==> config.mk <==
export PLATFORM = sky130hd
export DESIGN_NAME = ball_game_controller
export DESIGN_NICKNAME = d
export VERILOG_FILES = /design/src/rtl/game_pkg.sv /design/src/rtl/ball_hit_latch.sv /design/src/rtl/ball_game_controller.sv
export SDC_FILE = /design/constraint.sdc
export NUM_CORES = 1
export LEC_CHECK = 0
export BUFFER_PORTS_ARGS = -buffer_cell sky130_fd_sc_hd__buf_2
export CAP_MARGIN = 40
export CORE_UTILIZATION = 30
export CTS_CLUSTER_SIZE = 14
export DETAILED_ROUTE_END_ITERATION = 8
export SKIP_CTS_REPAIR_TIMING = 1
export SYNTH_ARGS = -nofsm -noshare
export SYNTH_HDL_FRONTEND = slang
export SYNTH_SLANG_ARGS = --single-unit
==> constraint.sdc <==
create_clock -name clk_25MHz -period 4.3 [get_ports clk_25MHz]
set_input_delay 0.215 -clock clk_25MHz [delete_from_list [all_inputs] [get_ports clk_25MHz]]
set_output_delay 0.215 -clock clk_25MHz [all_outputs]
set_load 0.005 [all_outputs]
==> src/rtl/game_pkg.sv <==
// Shared state encoding, default geometry/speed constants and the return-speed clamp
// used by the ball game controller.
package game_pkg;

    typedef enum logic [2:0] {
        IDLE,
        SERVE,
        MOVE_LEFT,
        HIT_HOLD,
        MOVE_RIGHT,
        MISS,
        GAME_OVER
    } game_state_t;

    localparam int GAME_H_ACT        = 640;
    localparam int GAME_V_ACT        = 480;
    localparam int GAME_BALL_SIZE    = 20;
    localparam int GAME_HIT_ZONE_W   = 80;
    localparam int GAME_SPEED_INIT   = 2;
    localparam int GAME_SPEED_MIN    = 1;
    localparam int GAME_SPEED_MAX    = 12;
    localparam int GAME_VY           = 2;
    localparam int GAME_HOLD_FRAMES  = 8;
    localparam int GAME_SERVE_FRAMES = 60;
    localparam int GAME_LIVES        = 3;

    // Widened to 11 bits so a 10-bit estimate can never wrap during the compare.
    function automatic logic [10:0] clamp_speed(input logic [9:0]  est,
                                                input logic [10:0] lo,
                                                input logic [10:0] hi);
        logic [10:0] e;
        e = {1'b0, est};
        if (e < lo) return lo;
        if (e > hi) return hi;
        return e;
    endfunction

endpackage

==> src/rtl/ball_hit_latch.sv <==
// Captures the first collision of a frame together with its speed estimate; the
// controller consumes it on the following frame_start.
module ball_hit_latch #(
    parameter int SPEED_W = 10
) (
    input  logic               clk_i,
    input  logic               clear_i,
    input  logic               arm_i,
    input  logic               frame_start_i,
    input  logic               collision_i,
    input  logic [SPEED_W-1:0] speed_i,
    output logic               hit_o,
    output logic [SPEED_W-1:0] speed_o
);

    logic               hit_q;
    logic [SPEED_W-1:0] speed_q;
    logic               take;

    assign take = arm_i & collision_i;

    // A pulse on the frame_start cycle opens the new frame's capture rather than
    // being folded into the one just consumed.
    always_ff @(posedge clk_i) begin
        if (clear_i) begin
            hit_q   <= 1'b0;
            speed_q <= '0;
        end else if (frame_start_i) begin
            hit_q <= take;
            if (take) speed_q <= speed_i;
        end else if (take && !hit_q) begin
            hit_q   <= 1'b1;
            speed_q <= speed_i;
        end
    end

    assign hit_o   = hit_q;
    assign speed_o = speed_q;

endmodule

==> src/rtl/ball_game_controller.sv <==
// Frame-rate game sequencer: moves and bounces the ball, feeds the collision
// detector its hit window, and keeps score, lives and game-over.
module ball_game_controller
    import game_pkg::*;
#(
    parameter int H_ACT        = GAME_H_ACT,
    parameter int V_ACT        = GAME_V_ACT,
    parameter int BALL_SIZE    = GAME_BALL_SIZE,
    parameter int HIT_ZONE_W   = GAME_HIT_ZONE_W,
    parameter int SPEED_INIT   = GAME_SPEED_INIT,
    parameter int SPEED_MIN    = GAME_SPEED_MIN,
    parameter int SPEED_MAX    = GAME_SPEED_MAX,
    parameter int VY           = GAME_VY,
    parameter int HOLD_FRAMES  = GAME_HOLD_FRAMES,
    parameter int SERVE_FRAMES = GAME_SERVE_FRAMES,
    parameter int LIVES        = GAME_LIVES
) (
    input  logic       clk_25MHz,
    input  logic       reset_n,
    input  logic       frame_start,
    input  logic [9:0] x_pixel,
    input  logic [9:0] y_pixel,
    input  logic       collision_detected,
    input  logic [9:0] estimated_speed,
    input  logic       start_btn,
    output logic [9:0] ball_x,
    output logic [9:0] ball_y,
    output logic       ball_pixel,
    output logic       is_hit_area,
    output logic       is_ball_moving_left,
    output logic [7:0] score,
    output logic [1:0] lives,
    output logic       game_over
);

    localparam logic [9:0] X_MAX = 10'(H_ACT - BALL_SIZE);
    localparam logic [9:0] Y_MAX = 10'(V_ACT - BALL_SIZE);
    localparam logic [9:0] X_CTR = 10'((H_ACT - BALL_SIZE) / 2);
    localparam logic [9:0] Y_CTR = 10'((V_ACT - BALL_SIZE) / 2);

    game_state_t state_q, state_d;
    logic [9:0]  ball_x_q, ball_x_d;
    logic [9:0]  ball_y_q, ball_y_d;
    logic [9:0]  speed_q, speed_d;
    logic        dir_left_q, dir_left_d;
    logic        dir_down_q, dir_down_d;
    logic [7:0]  score_q, score_d;
    logic [1:0]  lives_q, lives_d;
    logic [7:0]  hold_q, hold_d;
    logic [7:0]  serve_q, serve_d;
    logic        pend_q, pend_d;

    logic        hit_valid;
    logic [9:0]  hit_speed;
    logic        hit_arm;
    logic [10:0] ret_speed;
    logic [10:0] right_sum;
    logic [10:0] hit_sum;
    logic [9:0]  y_move;
    logic        dd_move;
    logic        enter_serve;
    logic        in_rows;
    logic        in_cols;

    // On the frame_start cycle the capture belongs to the frame being entered.
    assign hit_arm = frame_start ? (state_d == MOVE_LEFT) : (state_q == MOVE_LEFT);

    ball_hit_latch #(.SPEED_W(10)) u_hit_latch (
        .clk_i         (clk_25MHz),
        .clear_i       (!reset_n),
        .arm_i         (hit_arm),
        .frame_start_i (frame_start),
        .collision_i   (collision_detected),
        .speed_i       (estimated_speed),
        .hit_o         (hit_valid),
        .speed_o       (hit_speed)
    );

    assign ret_speed = clamp_speed(hit_speed, 11'(SPEED_MIN), 11'(SPEED_MAX));
    assign right_sum = {1'b0, ball_x_q} + {1'b0, speed_q};
    assign hit_sum   = {1'b0, ball_x_q} + ret_speed;

    always_comb begin
        y_move  = ball_y_q;
        dd_move = dir_down_q;
        if (dir_down_q) begin
            if ({1'b0, ball_y_q} + 11'(VY) > {1'b0, Y_MAX}) begin
                y_move  = Y_MAX;
                dd_move = 1'b0;
            end else begin
                y_move = ball_y_q + 10'(VY);
            end
        end else if (ball_y_q < 10'(VY)) begin
            y_move  = '0;
            dd_move = 1'b1;
        end else begin
            y_move = ball_y_q - 10'(VY);
        end
    end

    always_comb begin
        state_d     = state_q;
        ball_x_d    = ball_x_q;
        ball_y_d    = ball_y_q;
        speed_d     = speed_q;
        dir_left_d  = dir_left_q;
        dir_down_d  = dir_down_q;
        score_d     = score_q;
        lives_d     = lives_q;
        hold_d      = hold_q;
        serve_d     = serve_q;
        pend_d      = pend_q;
        enter_serve = 1'b0;
        if (frame_start) begin
            pend_d = 1'b0;
            case (state_q)
                IDLE: enter_serve = pend_q | start_btn;
                SERVE: begin
                    if (serve_q >= 8'(SERVE_FRAMES - 1)) state_d = MOVE_LEFT;
                    else                                  serve_d = serve_q + 8'd1;
                end
                MOVE_LEFT: begin
                    ball_y_d   = y_move;
                    dir_down_d = dd_move;
                    if (hit_valid) begin
                        speed_d    = ret_speed[9:0];
                        dir_left_d = 1'b0;
                        score_d    = (score_q == 8'hFF) ? score_q : score_q + 8'd1;
                        hold_d     = 8'(HOLD_FRAMES);
                        state_d    = HIT_HOLD;
                        // A return that would overshoot the right wall parks on it.
                        ball_x_d   = (hit_sum >= {1'b0, X_MAX}) ? X_MAX : hit_sum[9:0];
                    end else if (ball_x_q <= speed_q) begin
                        ball_x_d = '0;
                        state_d  = MISS;
                    end else begin
                        ball_x_d = ball_x_q - speed_q;
                    end
                end
                HIT_HOLD, MOVE_RIGHT: begin
                    ball_y_d   = y_move;
                    dir_down_d = dd_move;
                    if (right_sum >= {1'b0, X_MAX}) begin
                        ball_x_d   = X_MAX;
                        dir_left_d = 1'b1;
                        state_d    = MOVE_LEFT;
                    end else begin
                        ball_x_d = right_sum[9:0];
                        if (state_q == HIT_HOLD) begin
                            hold_d = hold_q - 8'd1;
                            if (hold_q <= 8'd1) state_d = MOVE_RIGHT;
                        end
                    end
                end
                MISS: begin
                    if (lives_q <= 2'd1) begin
                        lives_d = '0;
                        state_d = GAME_OVER;
                    end else begin
                        lives_d     = lives_q - 2'd1;
                        enter_serve = 1'b1;
                    end
                end
                GAME_OVER: begin
                    if (pend_q | start_btn) begin
                        lives_d     = 2'(LIVES);
                        score_d     = '0;
                        enter_serve = 1'b1;
                    end
                end
                default: state_d = IDLE;
            endcase
            if (enter_serve) begin
                state_d    = SERVE;
                ball_x_d   = X_CTR;
                ball_y_d   = Y_CTR;
                speed_d    = 10'(SPEED_INIT);
                dir_left_d = 1'b1;
                serve_d    = '0;
            end
        end else if ((state_q == IDLE || state_q == GAME_OVER) && start_btn) begin
            pend_d = 1'b1;
        end
    end

    always_ff @(posedge clk_25MHz) begin
        if (!reset_n) begin
            state_q    <= IDLE;
            ball_x_q   <= X_CTR;
            ball_y_q   <= Y_CTR;
            speed_q    <= 10'(SPEED_INIT);
            dir_left_q <= 1'b1;
            dir_down_q <= 1'b1;
            score_q    <= '0;
            lives_q    <= 2'(LIVES);
            hold_q     <= '0;
            serve_q    <= '0;
            pend_q     <= 1'b0;
        end else begin
            state_q    <= state_d;
            ball_x_q   <= ball_x_d;
            ball_y_q   <= ball_y_d;
            speed_q    <= speed_d;
            dir_left_q <= dir_left_d;
            dir_down_q <= dir_down_d;
            score_q    <= score_d;
            lives_q    <= lives_d;
            hold_q     <= hold_d;
            serve_q    <= serve_d;
            pend_q     <= pend_d;
        end
    end

    assign in_cols = ({1'b0, x_pixel} >= {1'b0, ball_x_q}) &&
                     ({1'b0, x_pixel} <  {1'b0, ball_x_q} + 11'(BALL_SIZE));
    assign in_rows = ({1'b0, y_pixel} >= {1'b0, ball_y_q}) &&
                     ({1'b0, y_pixel} <  {1'b0, ball_y_q} + 11'(BALL_SIZE));

    assign ball_pixel          = in_cols && in_rows;
    assign is_hit_area         = (state_q == MOVE_LEFT) && (x_pixel < 10'(HIT_ZONE_W)) && in_rows;
    assign is_ball_moving_left = dir_left_q;
    assign ball_x              = ball_x_q;
    assign ball_y              = ball_y_q;
    assign score               = score_q;
    assign lives               = lives_q;
    assign game_over           = (state_q == GAME_OVER);

endmodule
# Yosys cells after proc, flatten, opt, wreduce, memory -nomap -nowiden
# Index checks and enable logic that the tools add are counted.
dict set report totals {
  elab_cells 155
  output_inout_bits 34
  register_bits 73
  in_bits 35
}
dict set report classes {
  mux 62
  n_eq_ne 17
  order_cmp 15
  addsub 12
  bitwise 3
  n_reduce_logical 33
}
# operator count
set ops {}
lappend ops {{2-to-1 mux 10 bit} 16}
lappend ops {{2-to-1 mux 8 bit} 9}
lappend ops {{2-to-1 mux 11 bit} 4}
lappend ops {{case mux 8 bit (2 select lines)} 2}
lappend ops {{2-to-1 mux 3 bit} 9}
lappend ops {{adder 10 x 5 -> 11 bit, second input constant} 2}
lappend ops {{greater-or-equal comparator 11 x 10 -> 1 bit, second input constant} 2}
lappend ops {{< comparator 10 x 11 -> 1 bit} 2}
lappend ops {{greater-or-equal comparator 10 bit} 2}
lappend ops {{case mux 10 bit (2 select lines)} 1}
lappend ops {{adder 8 x 1 -> 8 bit, second input constant} 2}
lappend ops {{nonzero test 2 bit} 8}
lappend ops {{2-to-1 mux 1 bit} 15}
lappend ops {{case mux 3 bit (5 select lines)} 1}
lappend ops {{adder 10 x 10 -> 11 bit} 1}
lappend ops {{adder 10 x 11 -> 11 bit} 1}
lappend ops {{adder 10 x 2 -> 11 bit, second input constant} 1}
lappend ops {{> comparator 11 x 9 -> 1 bit, second input constant} 1}
lappend ops {{adder 10 x 2 -> 10 bit, second input constant} 1}
lappend ops {{> comparator 10 x 4 -> 1 bit, second input constant} 1}
lappend ops {{less-or-equal comparator 10 bit} 1}
lappend ops {{< comparator 10 x 1 -> 1 bit, second input constant} 1}
lappend ops {{< comparator 10 x 2 -> 1 bit, second input constant} 1}
lappend ops {{< comparator 10 x 7 -> 1 bit, second input constant} 1}
lappend ops {{other kinds (33)} 57}

# Longest topological paths before layout
dict set report logic_depth {
  ltp_word 13
  ltp_mapped 14
}

# Hierarchy
# Synthesis repeated with hierarchy kept, for this count alone.
dict set report unflattened {
  hier_cells 858
  area_unflattened_um2 6537.5
}
# module cells_per_inst area_each_um2 instances
set modules_own_cells {}
lappend modules_own_cells {ball_game_controller 810 6034.5 1}
lappend modules_own_cells {ball_hit_latch 48 503.0 1}

# Worst setup path before layout
# OpenSTA, ideal clock, no wires.
dict set report synth_timing {
  kind {register -> register}
  startpoint {register u_hit_latch.speed_q[9] (netlist: u_hit_latch.speed_o[9])}
  endpoint {register ball_x_q[5] (netlist: ball_x[5])}
  arrival_time_ps 3101
  path_stages_with_launch 15
  path_buffers 0
  setup_time_ps 139
  synth_period_minus_slack_ps 3239
  setup_slack_ps 1061
  t_required_ps 4161
  path_cell_list {dfxtp_1 inv_1 nand4_1 nor3_1 and3_1 ha_1 a211oi_1 o211ai_1 a41o_1 a41o_1 o21a_1 or3_1 a221o_1 o31ai_1 o21ai_0}
}
dict set report synth_between {
  elab_chain_cells 11
}
# item line
set synth_lines {}
lappend synth_lines {{start, declared} ball_hit_latch.sv:17} ;# logic [SPEED_W-1:0] speed_q;
lappend synth_lines {{start signal, assigned} ball_hit_latch.sv:30} ;# if (take) speed_q <= speed_i;
lappend synth_lines {{start signal, assigned} ball_hit_latch.sv:33} ;# speed_q <= speed_i;
lappend synth_lines {{> comparator 10 x 4 -> 1 bit} game_pkg.sv:34} ;# if (e > hi) return hi;
lappend synth_lines {{2-to-1 mux 1 bit (2 in a row)} game_pkg.sv:34}
lappend synth_lines {{2-to-1 mux 11 bit} game_pkg.sv:35} ;# return e;
lappend synth_lines {{2-to-1 mux 11 bit (*)} game_pkg.sv:34}
lappend synth_lines {{adder 10 x 11 -> 11 bit (*)} ball_game_controller.sv:81} ;# assign hit_sum = {1'b0, ball_x_q} + ret_speed;
lappend synth_lines {{greater-or-equal comparator 11 x 10 -> 1 bit} ball_game_controller.sv:132} ;# ball_x_d = (hit_sum >= {1'b0, X_MAX}) ? X_MAX : hit_sum[9:0];
lappend synth_lines {{2-to-1 mux 10 bit (*)} ball_game_controller.sv:132}
lappend synth_lines {{2-to-1 mux 10 bit (*)} ball_game_controller.sv:125} ;# if (hit_valid) begin
lappend synth_lines {{case mux 10 bit (2 select lines) (*)} ball_game_controller.sv:116} ;# case (state_q)
lappend synth_lines {{2-to-1 mux 10 bit (*)} ball_game_controller.sv:173} ;# if (enter_serve) begin
lappend synth_lines {{end signal, assigned} ball_game_controller.sv:201} ;# ball_x_q <= ball_x_d;
lappend synth_lines {{end, declared} ball_game_controller.sv:42} ;# logic [9:0] ball_x_q, ball_x_d;
# Every way passes the cells marked *; elsewhere a longest branch is shown, timed or not. The select of a mux whose other input is x is not followed.
# A chain may end at the register's enable or synchronous reset.

# Final worst setup path
# Same ends and word-level chain as after synthesis.

==> results.cfg <==
[place]
detailedPlacementHpwl_um = 13300
numPortBuffers = 66
gpl.final_weighted_congestion = 0.873

[job]
max-cap-violations = 0

[setup_path]
critical_path.slowest_cell = sky130_fd_sc_hd__a211oi_1
critical_path.reg2reg.startpoint = u_hit_latch.speed_o[9]
worst_setup_path_start_kind = flip-flop
worst_path_largest_cell_delay_ns = 0.41
worstPathCellList = inv_1 -> nand4_1 -> nor3_1 -> and3_1 -> ha_1 -> a211oi_1 -> o211ai_1 -> a41o_1 -> a41o_1 -> o21a_1 -> or3_1 -> a221o_1 -> o31ai_1 -> o21ai_0
most_repeated_library_cell_on_the_critical_path = sky130_fd_sc_hd__a41o_1
end_kind = flip-flop
worst_reg_to_reg_path_cell_count = 14
crit_type = reg2reg
reg2reg_setup_slack_ns = 0.52
cp_max_fo = 5
reg2reg_to = ball_x[5]
worstPathRequired_ns = 4.51
crit_arrival_ns = 3.99

[sta]
timing.fmax_mhz = 264
worst_slew_pin_slew_ns = 0.826
fin_max_slew_vios = 0
timing.setup.tns_ns = 0
timing.final.crit_share_pct = 87.9
rsz_0062_raised_after_global_routing = false
setup_viol = 0
finalHoldViolations = 0
period_minus_slack_ns = 3.78
relSlewSlack_pct = 44.7
fin_worst_skew_ns = 0.0103

[yosys]
synth_top_family_by_area = compound AO/OA/AOI/OAI gates
synth-edff-count = 0
synth_async_sr_flop_share_pct = 0
synth_simple_gate_area_share_pct = 21.1
synth_top_area_share_pct = 22.5
synth.largest_area_cell = sky130_fd_sc_hd__dfxtp_1
post_synth_main_area_contributors = sky130_fd_sc_hd__dfxtp_1 23%, sky130_fd_sc_hd__ha_1 15%, sky130_fd_sc_hd__a21oi_1 4.5%
synth_seq_cells = 72
netlist_area_um2 = 6390
synth_fa_ha_area_share_pct = 15.6
multiplexer_fraction_of_the_synthesized_cell_area_pct = 0.313
synth_top_flop_cell = sky130_fd_sc_hd__dfxtp_1
synth_compound_gate_area_share_pct = 28.1
synthesis.instances = 828
synth_sequential_area_ratio_pct = 22.5
yosysWarnings = 0
synth.avg_cell_area_um2 = 7.72
post_synth_num_cell_types = 83
synth_xor_xnor_area_share_pct = 5.75

[floorplan]
fp.dieH_um = 148
placement_rows = 53
design.core.area_um2 = 21000
chipWidth_um = 148
dieArea_um2 = 21900
boundaryPins = 69
initial_core_util_pct = 30.5

[pwr]
irDropWorstVdd_v = 0.000164
internal-power_mw = 1.20
power.total_mw = 1.67
swShare_pct = 28.5
power.density_cell_area_nw_per_um2 = 230
power.combinational.fraction_pct = 16.9
total_leakage_power_nw = 3.00
clock_power_share_pct = 41.9
seqPwrFrac_pct = 41.2
p_sw_mw = 0.477

[outcome]
outcome = finished clean

[cts]
number_of_buffers_created_by_cts = 9
cts.root.buffer_cell = sky130_fd_sc_hd__clkbuf_16
cts_tree = built
insertion_delay_ns = 0.35
max-clock-path-buffers = 2
clkTransAtPathRegs_ns = 0.06
clock-sinks = 72
htree_levels = 3

[global_route]
grt_first_pass_wirelength_um = 28400
antenna_found_initial = 0
largest_net_degree_at_the_start_of_global_routing = 43
gr_ovfl_total = 0
grt.total_usage_pct = 16.2
first_global_vias = 5691

[worst_hold_path]
worstHoldStart = estimated_speed[4]
whs_path_depth = 3
timing.hold.worst.class = in2reg
hold_path_end = u_hit_latch.speed_o[4]

[route]
wl_met2_um = 7700
detailroute.via_count = 6128
detail_route.wl_per_cell_um = 14.8
drt-met1-wl_um = 8450
dr_pass1_iterations = 5
routed_wirelength_um = 17300
drc = 0
detail_route.vias_per_cell = 5.26
ant_nets = 0
detailedRoute.firstIterationViolations = 367
met3_wire_len_um = 796
top_signal_layer_used = met4

[cells_and_area]
drive_above_1_share_pct = 12.5
area_delta_synth_final_pct = 13.6
n_antenna_cell = 0
nets = 998
sequential cells by signal, indices dropped and copies added (netlist names), 2 cells and up:
register             flops
state_q                  3
score                    8
u_hit_latch.speed_o     10
speed_q                 10
hold_q                   8
serve_q                  8
lives                    2
ball_y                   9
ball_x                  10
power by group through the flow:
stage,Sequential (mW),Combinational (mW),Clock (mW)
after detailed placement,0.703,0.282,0
final,0.689,0.283,0.702
after global placement,0.703,0.279,0
after global routing,0.691,0.319,0.748
after floorplan,0.697,0.210,0
after CTS,0.689,0.283,0.719
cells in the final DEF, fill, tap and decap left out, drive strengths merged, types with 7 or more instances in the layout:
| master | Yosys | layout |
|---|---|---|
| o31ai | 10 | 10 |
| o2111ai | 7 | 7 |
| o22ai | 14 | 14 |
| xor2 | 14 | 14 |
| inv | 64 | 64 |
| o21a | 12 | 12 |
| ha | 75 | 75 |
| nand4 | 13 | 13 |
| nand2 | 59 | 59 |
| o211ai | 14 | 14 |
| a21o | 7 | 7 |
| o21ai | 61 | 61 |
| a21oi | 57 | 57 |
| a31oi | 8 | 8 |
| nand3 | 35 | 35 |
| conb | 1 | 7 |
| nor3 | 27 | 27 |
| nor2 | 66 | 66 |
| a211oi | 11 | 11 |
| and3 | 12 | 12 |
| buf | 11 | 77 |
| dfxtp | 72 | 72 |
| clkbuf | 26 | 13 |
| and2 | 13 | 13 |
| xnor2 | 28 | 28 |
| nor2b | 14 | 14 |
| a21boi | 10 | 10 |
Yosys cell counts, drive strengths merged (3+ instances only):
| library cell | instances |
|---|---|
| nand2b | 6 |
| nor4 | 4 |
| o32ai | 4 |
| a211oi | 11 |
| ha | 75 |
| and2 | 13 |
| nor2b | 14 |
| inv | 64 |
| nand3b | 4 |
| o211ai | 14 |
| o22a | 3 |
| o21a | 12 |
| buf | 11 |
| or3 | 5 |
| a21oi | 57 |
| nor3 | 27 |
| and3 | 12 |
| o21ai | 61 |
| a211o | 3 |
| dfxtp | 72 |
| o21bai | 6 |
| a21boi | 10 |
| o311ai | 5 |
| nand3 | 35 |
| o221a | 4 |
| xor2 | 14 |
| o31ai | 10 |
| fa | 3 |
| o22ai | 14 |
| xnor2 | 28 |
| nor3b | 3 |
| o2111ai | 7 |
| clkbuf | 26 |
| nand4 | 13 |
| or4 | 3 |
| nand2 | 59 |
| a31oi | 8 |
| a41oi | 4 |
| nor2 | 66 |
| a21o | 7 |
area by class of cell:
class / instances / area, um2
Sequential cell: 72 / 1440
Timing Repair Buffer: 77 / 408
Clock buffer: 13 / 250
Fill cell: 2283 / 13700
Clock inverter: 3 / 17.5
Multi-Input combinational cell: 660 / 4560
Inverter: 65 / 244
Tap cell: 275 / 344
worst max-delay path by stage:
stage / startpoint / to / cells past startpoint
3_3_place_gp: u_hit_latch.speed_o[9] / ball_x[5] / 14
3_5_place_dp: u_hit_latch.speed_o[9] / ball_x[5] / 14
4_1_cts: u_hit_latch.speed_o[9] / ball_x[5] / 14
5_1_grt: u_hit_latch.speed_o[7] / ball_x[5] / 14
6_report: u_hit_latch.speed_o[9] / ball_x[5] / 14
2_1_floorplan: u_hit_latch.speed_o[9] / ball_x[5] / 14
stage by stage:
stage / instances / cell area (um2) / hold slack (ns) / setup WS [ns] / util [%]
global placement: 1147 / 6980 / 0.449 / 0.588 / 33.3
global route: 1165 / 7260 / 0.149 / 0.231 / 34.6
finish: 1165 / 7260 / 0.135 / 0.519 / 34.6
CTS: 1165 / 7260 / 0.124 / 0.542 / 34.6
floorplan: 834 / 6410 / 0.378 / 1.06 / -
detailed placement: 1149 / 6990 / 0.456 / 0.556 / 33.4
worst max-delay path, delay by kind of cell (launching register included):
family                     cells  cell delay (ns)
DFF                            1             0.29
AOI/OAI and AO/OA              8             1.79
adders and majority gates      1             0.28
buffers and inverters          1             0.08
and+or+nand+nor                4             1.22
metal layers:
layer / up-vias / GRT usage (%)
met3: 25 / 3.09
met4: 0 / 5.93
met2: 121 / 25.6
li1: 3128 / -
met5: - / 0
met1: 2854 / 21.9
cell families after synthesis:
| kind of cell | Yosys count |
|---|---|
| other | 1 |
| adders and majority gates | 78 |
| xor gates and xnor gates | 42 |
| buffers and inverters | 102 |
| AOI/OAI and AO/OA | 261 |
| DFF | 72 |
| muxes | 2 |
| and+or+nand+nor | 270 |
Note: power is estimated with default switching activity, not from simulation.
